### config.mk
export PLATFORM = sky130hd
export DESIGN_NAME = minimax_uart_tx
export DESIGN_NICKNAME = d
export VERILOG_FILES = /design/src/rtl/minimax_uart_pkg.sv /design/src/rtl/minimax_sync_fifo.sv /design/src/rtl/minimax_uart_tx.sv
export SDC_FILE = /design/constraint.sdc
export NUM_CORES = 1
export LEC_CHECK = 0
export CAP_MARGIN = 30
export CORE_ASPECT_RATIO = 0.8
export CORE_MARGIN = 2
export CORE_UTILIZATION = 50
export DETAILED_ROUTE_END_ITERATION = 8
export DONT_BUFFER_PORTS = 1
export PLACE_DENSITY = 0.63
export SLEW_MARGIN = 40
export SYNTH_ARGS = -nofsm -noshare
export SYNTH_HDL_FRONTEND = slang
export SYNTH_SLANG_ARGS = --single-unit
### constraint.sdc
create_clock -name clk -period 5.1 [get_ports clk]
set_clock_uncertainty 0.15 [all_clocks]
set_input_delay 1.02 -clock clk [delete_from_list [all_inputs] [get_ports clk]]
set_output_delay 1.02 -clock clk [all_outputs]
set_load 0.05 [all_outputs]
### src/rtl/minimax_uart_pkg.sv
// Shared definitions for the minimax UART transmitter: serializer states,
// register offsets and STATUS layout.
package minimax_uart_pkg;

    typedef enum logic [1:0] {
        ST_IDLE  = 2'd0,
        ST_START = 2'd1,
        ST_DATA  = 2'd2,
        ST_STOP  = 2'd3
    } tx_state_e;

    localparam logic [31:0] TXDATA_OFS = 32'h0;
    localparam logic [31:0] STATUS_OFS = 32'h4;

    localparam int STAT_FULL    = 0;
    localparam int STAT_EMPTY   = 1;
    localparam int STAT_BUSY    = 2;
    localparam int STAT_OVF     = 3;
    localparam int STAT_CNT_LSB = 8;
    localparam int STAT_CNT_W   = 7;

    function automatic logic [31:0] status_word(
        input logic                  full,
        input logic                  empty,
        input logic                  busy,
        input logic                  ovf,
        input logic [STAT_CNT_W-1:0] cnt
    );
        logic [31:0] w;
        w                             = '0;
        w[STAT_FULL]                  = full;
        w[STAT_EMPTY]                 = empty;
        w[STAT_BUSY]                  = busy;
        w[STAT_OVF]                   = ovf;
        w[STAT_CNT_LSB +: STAT_CNT_W] = cnt;
        return w;
    endfunction

endpackage

### src/rtl/minimax_sync_fifo.sv
// Single-clock FIFO with a first-word-fall-through head; push is refused when
// full and pop is refused when empty.
module minimax_sync_fifo #(
    parameter int WIDTH = 8,
    parameter int DEPTH = 8,
    localparam int AW = $clog2(DEPTH),
    localparam int CW = AW + 1
) (
    input  logic             clk,
    input  logic             reset,
    input  logic             push_i,
    input  logic [WIDTH-1:0] wdata_i,
    input  logic             pop_i,
    output logic [WIDTH-1:0] rdata_o,
    output logic             full_o,
    output logic             empty_o,
    output logic [CW-1:0]    count_o
);

    logic [WIDTH-1:0] mem_q [DEPTH];
    logic [AW-1:0]    wr_ptr_q, wr_ptr_d;
    logic [AW-1:0]    rd_ptr_q, rd_ptr_d;
    logic [CW-1:0]    count_q, count_d;
    logic             do_push, do_pop;

    // Fullness is judged on the registered count, so a pop in the same cycle
    // never makes room for a push to a full FIFO.
    assign full_o  = (count_q == CW'(DEPTH));
    assign empty_o = (count_q == '0);
    assign do_push = push_i && !full_o;
    assign do_pop  = pop_i && !empty_o;
    assign rdata_o = mem_q[rd_ptr_q];
    assign count_o = count_q;

    always_comb begin
        wr_ptr_d = do_push ? wr_ptr_q + AW'(1) : wr_ptr_q;
        rd_ptr_d = do_pop  ? rd_ptr_q + AW'(1) : rd_ptr_q;
        count_d  = count_q + CW'(do_push) - CW'(do_pop);
    end

    always_ff @(posedge clk) begin
        if (reset) begin
            wr_ptr_q <= '0;
            rd_ptr_q <= '0;
            count_q  <= '0;
        end else begin
            wr_ptr_q <= wr_ptr_d;
            rd_ptr_q <= rd_ptr_d;
            count_q  <= count_d;
        end
    end

    always_ff @(posedge clk) begin
        if (do_push && !reset) mem_q[wr_ptr_q] <= wdata_i;
    end

endmodule

### src/rtl/minimax_uart_tx.sv
// Memory-mapped 8N1 UART transmitter: TXDATA/STATUS register window, transmit
// FIFO and a start/data/stop serializer driving a registered txd.
module minimax_uart_tx
    import minimax_uart_pkg::*;
#(
    parameter logic [31:0] BASE_ADDR    = 32'hfffffff0,
    parameter int          CLKS_PER_BIT = 16,
    parameter int          FIFO_DEPTH   = 8
) (
    input  logic        clk,
    input  logic        reset,
    input  logic [31:0] addr,
    input  logic [31:0] wdata,
    input  logic [3:0]  wmask,
    input  logic        rreq,
    output logic [31:0] rdata,
    output logic        txd
);

    localparam logic [31:0] TX_ADDR = BASE_ADDR + TXDATA_OFS;
    localparam logic [31:0] ST_ADDR = BASE_ADDR + STATUS_OFS;
    localparam int          CW      = $clog2(FIFO_DEPTH) + 1;
    localparam int          BW      = (CLKS_PER_BIT > 1) ? $clog2(CLKS_PER_BIT) : 1;
    localparam logic [BW-1:0] BAUD_RELOAD = BW'(CLKS_PER_BIT - 1);

    tx_state_e     state_q;
    logic [BW-1:0] baud_q;
    logic [2:0]    bit_q;
    logic [7:0]    shift_q;
    logic          txd_q;
    logic          ovf_q, ovf_d;
    logic [31:0]   rdata_q, rdata_d;

    logic          wr_tx, clr_ovf, rd_st, ovf_set;
    logic          fifo_pop, fifo_full, fifo_empty;
    logic [7:0]    fifo_head;
    logic [CW-1:0] fifo_count;
    logic [31:0]   status;
    logic          unused_bits;

    assign unused_bits = ^{wdata[31:8], wmask[3:1]};

    assign wr_tx    = (addr == TX_ADDR) && wmask[0];
    assign clr_ovf  = (addr == ST_ADDR) && wmask[0] && wdata[STAT_OVF];
    assign rd_st    = (addr == ST_ADDR) && rreq;
    assign ovf_set  = wr_tx && fifo_full;
    assign fifo_pop = (state_q == ST_IDLE) && !fifo_empty;

    minimax_sync_fifo #(
        .WIDTH (8),
        .DEPTH (FIFO_DEPTH)
    ) u_fifo (
        .clk     (clk),
        .reset   (reset),
        .push_i  (wr_tx),
        .wdata_i (wdata[7:0]),
        .pop_i   (fifo_pop),
        .rdata_o (fifo_head),
        .full_o  (fifo_full),
        .empty_o (fifo_empty),
        .count_o (fifo_count)
    );

    assign status = status_word(fifo_full, fifo_empty, state_q != ST_IDLE, ovf_q,
                                STAT_CNT_W'(fifo_count));

    // A fresh overflow wins over a clear landing on the same edge.
    always_comb begin
        ovf_d = ovf_q;
        if (clr_ovf) ovf_d = 1'b0;
        if (ovf_set) ovf_d = 1'b1;
        rdata_d = rd_st ? status : 32'h0;
    end

    always_ff @(posedge clk) begin
        if (reset) begin
            ovf_q   <= 1'b0;
            rdata_q <= 32'h0;
        end else begin
            ovf_q   <= ovf_d;
            rdata_q <= rdata_d;
        end
    end

    // Serializer; txd_q is updated on the same edge that enters each bit so
    // the line changes exactly at bit boundaries.
    always_ff @(posedge clk) begin
        if (reset) begin
            state_q <= ST_IDLE;
            baud_q  <= '0;
            bit_q   <= '0;
            shift_q <= '0;
            txd_q   <= 1'b1;
        end else begin
            case (state_q)
                ST_IDLE: begin
                    txd_q <= 1'b1;
                    if (!fifo_empty) begin
                        shift_q <= fifo_head;
                        baud_q  <= BAUD_RELOAD;
                        txd_q   <= 1'b0;
                        state_q <= ST_START;
                    end
                end
                ST_START: begin
                    if (baud_q == '0) begin
                        baud_q  <= BAUD_RELOAD;
                        bit_q   <= '0;
                        txd_q   <= shift_q[0];
                        state_q <= ST_DATA;
                    end else begin
                        baud_q <= baud_q - BW'(1);
                    end
                end
                ST_DATA: begin
                    if (baud_q == '0) begin
                        baud_q <= BAUD_RELOAD;
                        if (bit_q == 3'd7) begin
                            txd_q   <= 1'b1;
                            state_q <= ST_STOP;
                        end else begin
                            bit_q   <= bit_q + 3'd1;
                            shift_q <= {1'b0, shift_q[7:1]};
                            txd_q   <= shift_q[1];
                        end
                    end else begin
                        baud_q <= baud_q - BW'(1);
                    end
                end
                ST_STOP: begin
                    if (baud_q == '0) begin
                        state_q <= ST_IDLE;
                    end else begin
                        baud_q <= baud_q - BW'(1);
                    end
                end
                default: state_q <= ST_IDLE;
            endcase
        end
    end

    assign txd   = txd_q;
    assign rdata = rdata_q;

endmodule
## After elaboration in Yosys (flattened, before gate mapping)

Memory sizes are Yosys's and may differ from the RTL's. A register that Yosys moved wholly into a read port is not among the register bits.
Index checks and enable logic that the tools add are counted.

| storage, ports and cells | value |
|---|---|
| register bits after elaboration | 61 |
| bits of input ports | 71 |
| output and inout bits | 33 |
| memories kept | 1 |
| bits in writable memories | 64 |
| word-level logic and storage cells | 89 |

| operators by class | value |
|---|---|
| mux-type cells | 29 |
| eq/ne operators | 14 |
| $add $sub $neg | 6 |
| bitwise gates (word level) | 1 |
| reduce and logical (&&, ||, !) cells | 27 |

Memories:

| name | depth | bits a word | rd ports | clocked after Yosys merged registers in | wr ports | RTL line | source |
|---|---|---|---|---|---|---|---|
| u_fifo.mem_q | 8 | 8 | 1 | 1 | 1 | minimax_sync_fifo.sv:20 | `logic [WIDTH-1:0] mem_q [DEPTH];` |

Operators with widths:

| cell | number |
|---|---|
| == test 32 bit, second input constant | 2 |
| 2-to-1 mux 8 bit | 3 |
| case mux 8 bit (2 select lines) | 1 |
| 2-to-1 mux 3 bit | 5 |
| != test 2 bit, second input constant | 7 |
| 2-to-1 mux 4 bit | 3 |
| case mux 4 bit (3 select lines) | 1 |
| 2-to-1 mux 2 bit | 5 |
| adder 3 x 1 -> 3 bit, second input constant | 3 |
| logical AND 1 bit | 9 |
| zero test 4 bit | 2 |
| 2-to-1 mux 1 bit | 8 |
| case mux 2 bit (4 select lines) | 1 |
| AND reduction 4 bit | 2 |
| nonzero test 2 bit | 4 |
| case mux 3 bit (2 select lines) | 1 |
| AND reduction 5 bit | 1 |
| adder 4 x 1 -> 4 bit | 1 |
| == test 2 bit, second input constant | 2 |
| == test 4 bit, second input constant | 1 |
| OR reduction 2 bit | 2 |
| subtractor 4 x 1 -> 4 bit | 1 |
| subtractor 4 x 1 -> 4 bit, second input constant | 1 |
| == test 3 bit, second input constant | 1 |
| 8 further kinds | 10 |

## Depth between registers and ports, before layout

| logic depth | value |
|---|---|
| depth after elaboration | 6 |
| mapped depth | 12 |
| mapped depth without buffers | 12 |

## Cells and area by module

A second synthesis with hierarchy kept.

| unflattened totals | value |
|---|---|
| cell total of the unflattened synthesis | 352 |
| area total of the unflattened synthesis | 4768.3 um^2 |

Modules (own cells, without submodules):

| module | times used | seq. area each (um^2) | area an instance (um^2) | cells an instance |
|---|---|---|---|---|
| minimax_sync_fifo | 1 | 2182.1 | 3185.6 | 172 |
| minimax_uart_tx | 1 | 540.5 | 1582.8 | 180 |

## Worst setup path before layout

Ideal clock, no wire load.

| timing path | value |
|---|---|
| path kind | input-to-reg |
| from | input addr[1] |
| to | memory u_fifo.mem_q[4][0] (enable) |
| required time | 4555 ps |
| arrival time | 3199 ps |
| setup slack | 1357 ps |
| cell stages on the path | 5 |
| path buffers | 0 |
| library setup time | 395 ps |
| cells stage by stage | or4b_4 > nor4_4 > nand4_4 > or2_4 > nor4_1 |

| on the way | value |
|---|---|
| word-level cells in the longest chain between the ends | 6 |

Ends and longest elaborated chain:

| element | RTL line | source |
|---|---|---|
| start, declared | minimax_uart_tx.sv:12 | `input logic [31:0] addr,` |
| == test 32 bit | minimax_uart_tx.sv:43 | `assign wr_tx = (addr == TX_ADDR) && wmask[0];` |
| logical AND 1 bit | minimax_uart_tx.sv:43 |  |
| logical AND 1 bit | minimax_sync_fifo.sv:30 | `assign do_push = push_i && !full_o;` |
| logical AND 1 bit | minimax_sync_fifo.sv:54 | `if (do_push && !reset) mem_q[wr_ptr_q] <= wdata_i;` |
| 2-to-1 mux 1 bit | minimax_sync_fifo.sv:54 |  |
| 2-to-1 mux 1 bit (implied by the code) | minimax_sync_fifo.sv:54 |  |
| end, declared | minimax_sync_fifo.sv:20 |  |

Every way passes these cells.

## Final worst setup path

| timing path | value |
|---|---|
| from | input addr[1] |
| to | memory u_fifo.mem_q[7][6] (enable) |

Same word-level chain as after synthesis.

==> impl_metrics.csv <==
group,metric,value,unit
outcome,status,"finished, final reports clean",
drt,antenna_left,0,
logic_synthesis,synth_top_area_share,41.8,%
cells_and_area,final_nets,441,
run,maxCapViolCount,0,
timing,fin_crit_sh,63.3,%
clocking,cts_buffer_depth,2,
logic_synthesis,synthSimpleGateAreaFrac,13.0,%
logic_synthesis,synth_compound_area_share,5.63,%
logic_synthesis,synthCells,350,
logic_synthesis,synth_warnings,0,
timing,fmax,310,MHz
power,ir_drop,0.347,mV
logic_synthesis,synth_area_leader_cell,"edfxtp_1",
die,chipWidth,111,um
clocking,post_cts_buffers,0,
global_routing,use_met2,27.2,%
die,io_pins,104,
critical_path,arrival,3.07,ns
drt,drtIter0Drc,150,
critical_path,r2r_cells,11,
clocking,numCtsBuffers,9,
timing,slew_headroom,52.3,%
critical_path,r2r_end,"u_fifo.count_o[2]$_SDFF_PP0_",
cells_and_area,fillerInstances,746,
drt,firstDrtPassIters,7,
timing,finalSetupViolCount,0,
logic_synthesis,ys_seq_area_share,59.2,%
logic_synthesis,yosys-top-cells-area,"edfxtp_1 (42%), dfxtp_1 (17%), mux4_2 (7.8%), ha_1 (4.4%), buf_4 (3.9%)",
global_routing,grt_overflow,0,
cells_and_area,area_delta_synth_final,8.05,%
global_routing,grt_util_met3,4.99,%
critical_path,crit_required,4.94,ns
critical_path,critPathMaxStageDelay,0.56,ns
logic_synthesis,ys_seq_elements,104,
clocking,h-tree-depth,3,
critical_path,path_class,"primary input to flip-flop",
die,dieArea,9990,um^2
place,place.port_buffers,0,
global_routing,grt_max_degree,31,
hold_path,worstHoldEndpoint,"rdata[11]$_SDFF_PP0_",
logic_synthesis,synth_most_common_cell,"edfxtp_1",
logic_synthesis,synth_adder_area_share,4.79,%
logic_synthesis,synthMuxAreaShare,10.2,%
die,rows,31,
critical_path,path_max_fanout,9,
critical_path,end_kind,"flip-flop",
timing,rsz0062_at_grt,"false",
clocking,clockRootBuffer,"clkbuf_16",
die,start_util,51.1,%
logic_synthesis,synth-xor-area-share,0.952,%
place,dp_slack,1.37,ns
place,place_congestion,0.775,
timing,final.setup.tns,0,ns
critical_path,worst-r2r-setup-slack,2.40,ns
die,core,9000,um^2
clocking,clock_latency,0.34,ns
critical_path,rr_startpoint,"u_fifo.count_o[2]$_SDFF_PP0_",
place,dp_hpwl,5310,um
timing,worst_slack,1.87,ns
drt,routed-via-count,2590,
logic_synthesis,ys.flop_type,"edfxtp_1",
critical_path,worstSetupStartpointType,"primary input",
logic_synthesis,synth_cell_types,48,
logic_synthesis,synth-edff-count,64,
drt,detail_route.wl_per_cell,16.4,um
drt,drcViolationCount,0,
global_routing,antenna_found_initial,0,
power,power_density,508,nW/um^2
global_routing,use_met1,22.2,%
critical_path,critPathSlowestCell,"and4bb_1",
drt,vias_per_cell,5.48,
timing,hold_violations,0,
power,total_power,0.00253,W
die,die-height,89.8,um
clocking,cts_hold_buf,0,
timing,fin_crit,3.23,ns
hold_path,min_path_cells,2,
clocking,cts_tree,"done",
logic_synthesis,synthTopCellsByCount,"edfxtp_1 (64), dfxtp_1 (40), nor2_1 (32), buf_4 (24), nand2_1 (24)",
drt,wirelength,7760,um
hold_path,hold_path_class,"flip-flop to flip-flop",
timing,max_slew.worst_pin.slew,0.706,ns
critical_path,crit_chain,"or4b_4 > nor4_4 > nand4_4 > or2_4 > and4bb_1",
timing,finalMaxSlewViolations,0,
logic_synthesis,synth_top_family_by_area,"simple AND/OR/NAND/NOR gates",
power,p_leak,1.78,nW
logic_synthesis,synthArstFlopShare,0,%
hold_path,hp-start,"u_fifo.count_o[3]$_SDFF_PP0_",
logic_synthesis,syn_area_per_cell,13.1,um^2
cells_and_area,fin_util,55.2,%
logic_synthesis,synth_area,4600,um^2
global_routing,grt-busiest-layer,"met2",
cells_and_area,n_antenna_cell,0,
clocking,path_clk_slew,0.07,ns
clocking,clock_sinks,104,
global_routing,grt_pass1_vias,2591,
cells_and_area,drive_gt1_share,16.5,%
global_routing,grt_use_total,16.5,%
global_routing,grt_pass1_wl,13000,um
clocking,post_cts_resize_count,0,
[layer usage]
metal  part of all wire (%)  up-vias  routed length, um
li1                       -     1247                  -
met3                    5.7        4                443
met1                     45     1245               3520
met2                     48       94               3760
met4                   0.40        0                 31
met5                      0        -                  0
[where the power goes]
part           internal (W)  leakage [nW]  switching (W)
Clock              0.000391         0.153       0.000311
Sequential         0.000974         0.903      0.0000888
Combinational      0.000350         0.724       0.000412
[worst max-delay path by stage]
stage	start	to	slack (ns)	depth (start not counted)
after CTS	addr[1]	u_fifo.mem_q[6][6]$_DFFE_PP_	1.72	5
final	addr[1]	u_fifo.mem_q[7][6]$_DFFE_PP_	1.87	5
after detailed placement	addr[1]	u_fifo.mem_q[6][5]$_DFFE_PP_	1.37	5
after floorplan	addr[1]	u_fifo.mem_q[4][0]$_DFFE_PP_	1.36	5
after global placement	addr[1]	u_fifo.mem_q[6][5]$_DFFE_PP_	1.43	5
after global routing	addr[1]	u_fifo.mem_q[7][6]$_DFFE_PP_	1.76	5
[cell type report]
cell class              count  area, um^2  share of cell area, %
clock buffers               9         225                   4.53
clock inverters             7        85.1                   1.71
inverters                  16        60.1                   1.21
multi-input cells         218        1700                   34.3
flip-flops and latches    104        2720                   54.8
well taps                 115         144                   2.89
repair buffers              4        30.0                  0.604
[placed cells by master, fill, tap and decap left out, types with 2 or more instances in the layout]
cell type	instances
and3_1	3
inv_1	16
inv_6	3
a31oi_1	7
o221a_2	3
nor2_2	2
xnor2_1	2
o21a_1	2
clkinv_4	2
dfxtp_1	39
o21ai_0	8
nor2b_1	2
and4_1	2
nor2_1	30
nand2b_1	10
a21o_1	2
conb_1	24
mux4_2	16
mux2_2	8
mux2i_1	2
nand2_1	24
a21oi_1	9
nand4_1	7
ha_1	16
a22oi_1	3
nor3b_1	2
buf_4	4
nor4_4	2
edfxtp_1	64
clkbuf_16	9
xor2_1	3
nand3_1	11
[cells by family (layout without fill, tap and decap cells)]
| family | after synthesis | after routing |
|---|---|---|
| compound gates | 39 | 39 |
| xor+xnor | 5 | 5 |
| fa+ha+maj | 17 | 17 |
| buf+inv | 51 | 36 |
| flops | 104 | 104 |
| mux | 26 | 26 |
| other cells | 1 | 24 |
| simple gates | 107 | 107 |
[registers in the layout, summed over array words and instances (netlist names), named ones only]
register         flops
bit_q                3
baud_q               4
u_fifo.mem_q        64
shift_q              8
u_fifo.count_o       4
txd                  1
state_q              2
u_fifo.wr_ptr_q      3
rdata                8
ovf_q                1
u_fifo.rd_ptr_q      3
[critical path, delay by kind of cell]
| kind | cells | cell delay [ns] |
|---|---|---|
| and+or+nand+nor | 5 | 2.05 |
[stage by stage]
step                      std cells  hold slack (ns)  area (um^2)
after floorplan                 373            0.287         4690
after global placement          457            0.304         4650
after detailed placement        457            0.311         4650
after CTS                       473            0.321         4960
after global routing            473            0.357         4970
final                           473            0.320         4970
(Power assumes the default switching activity.)
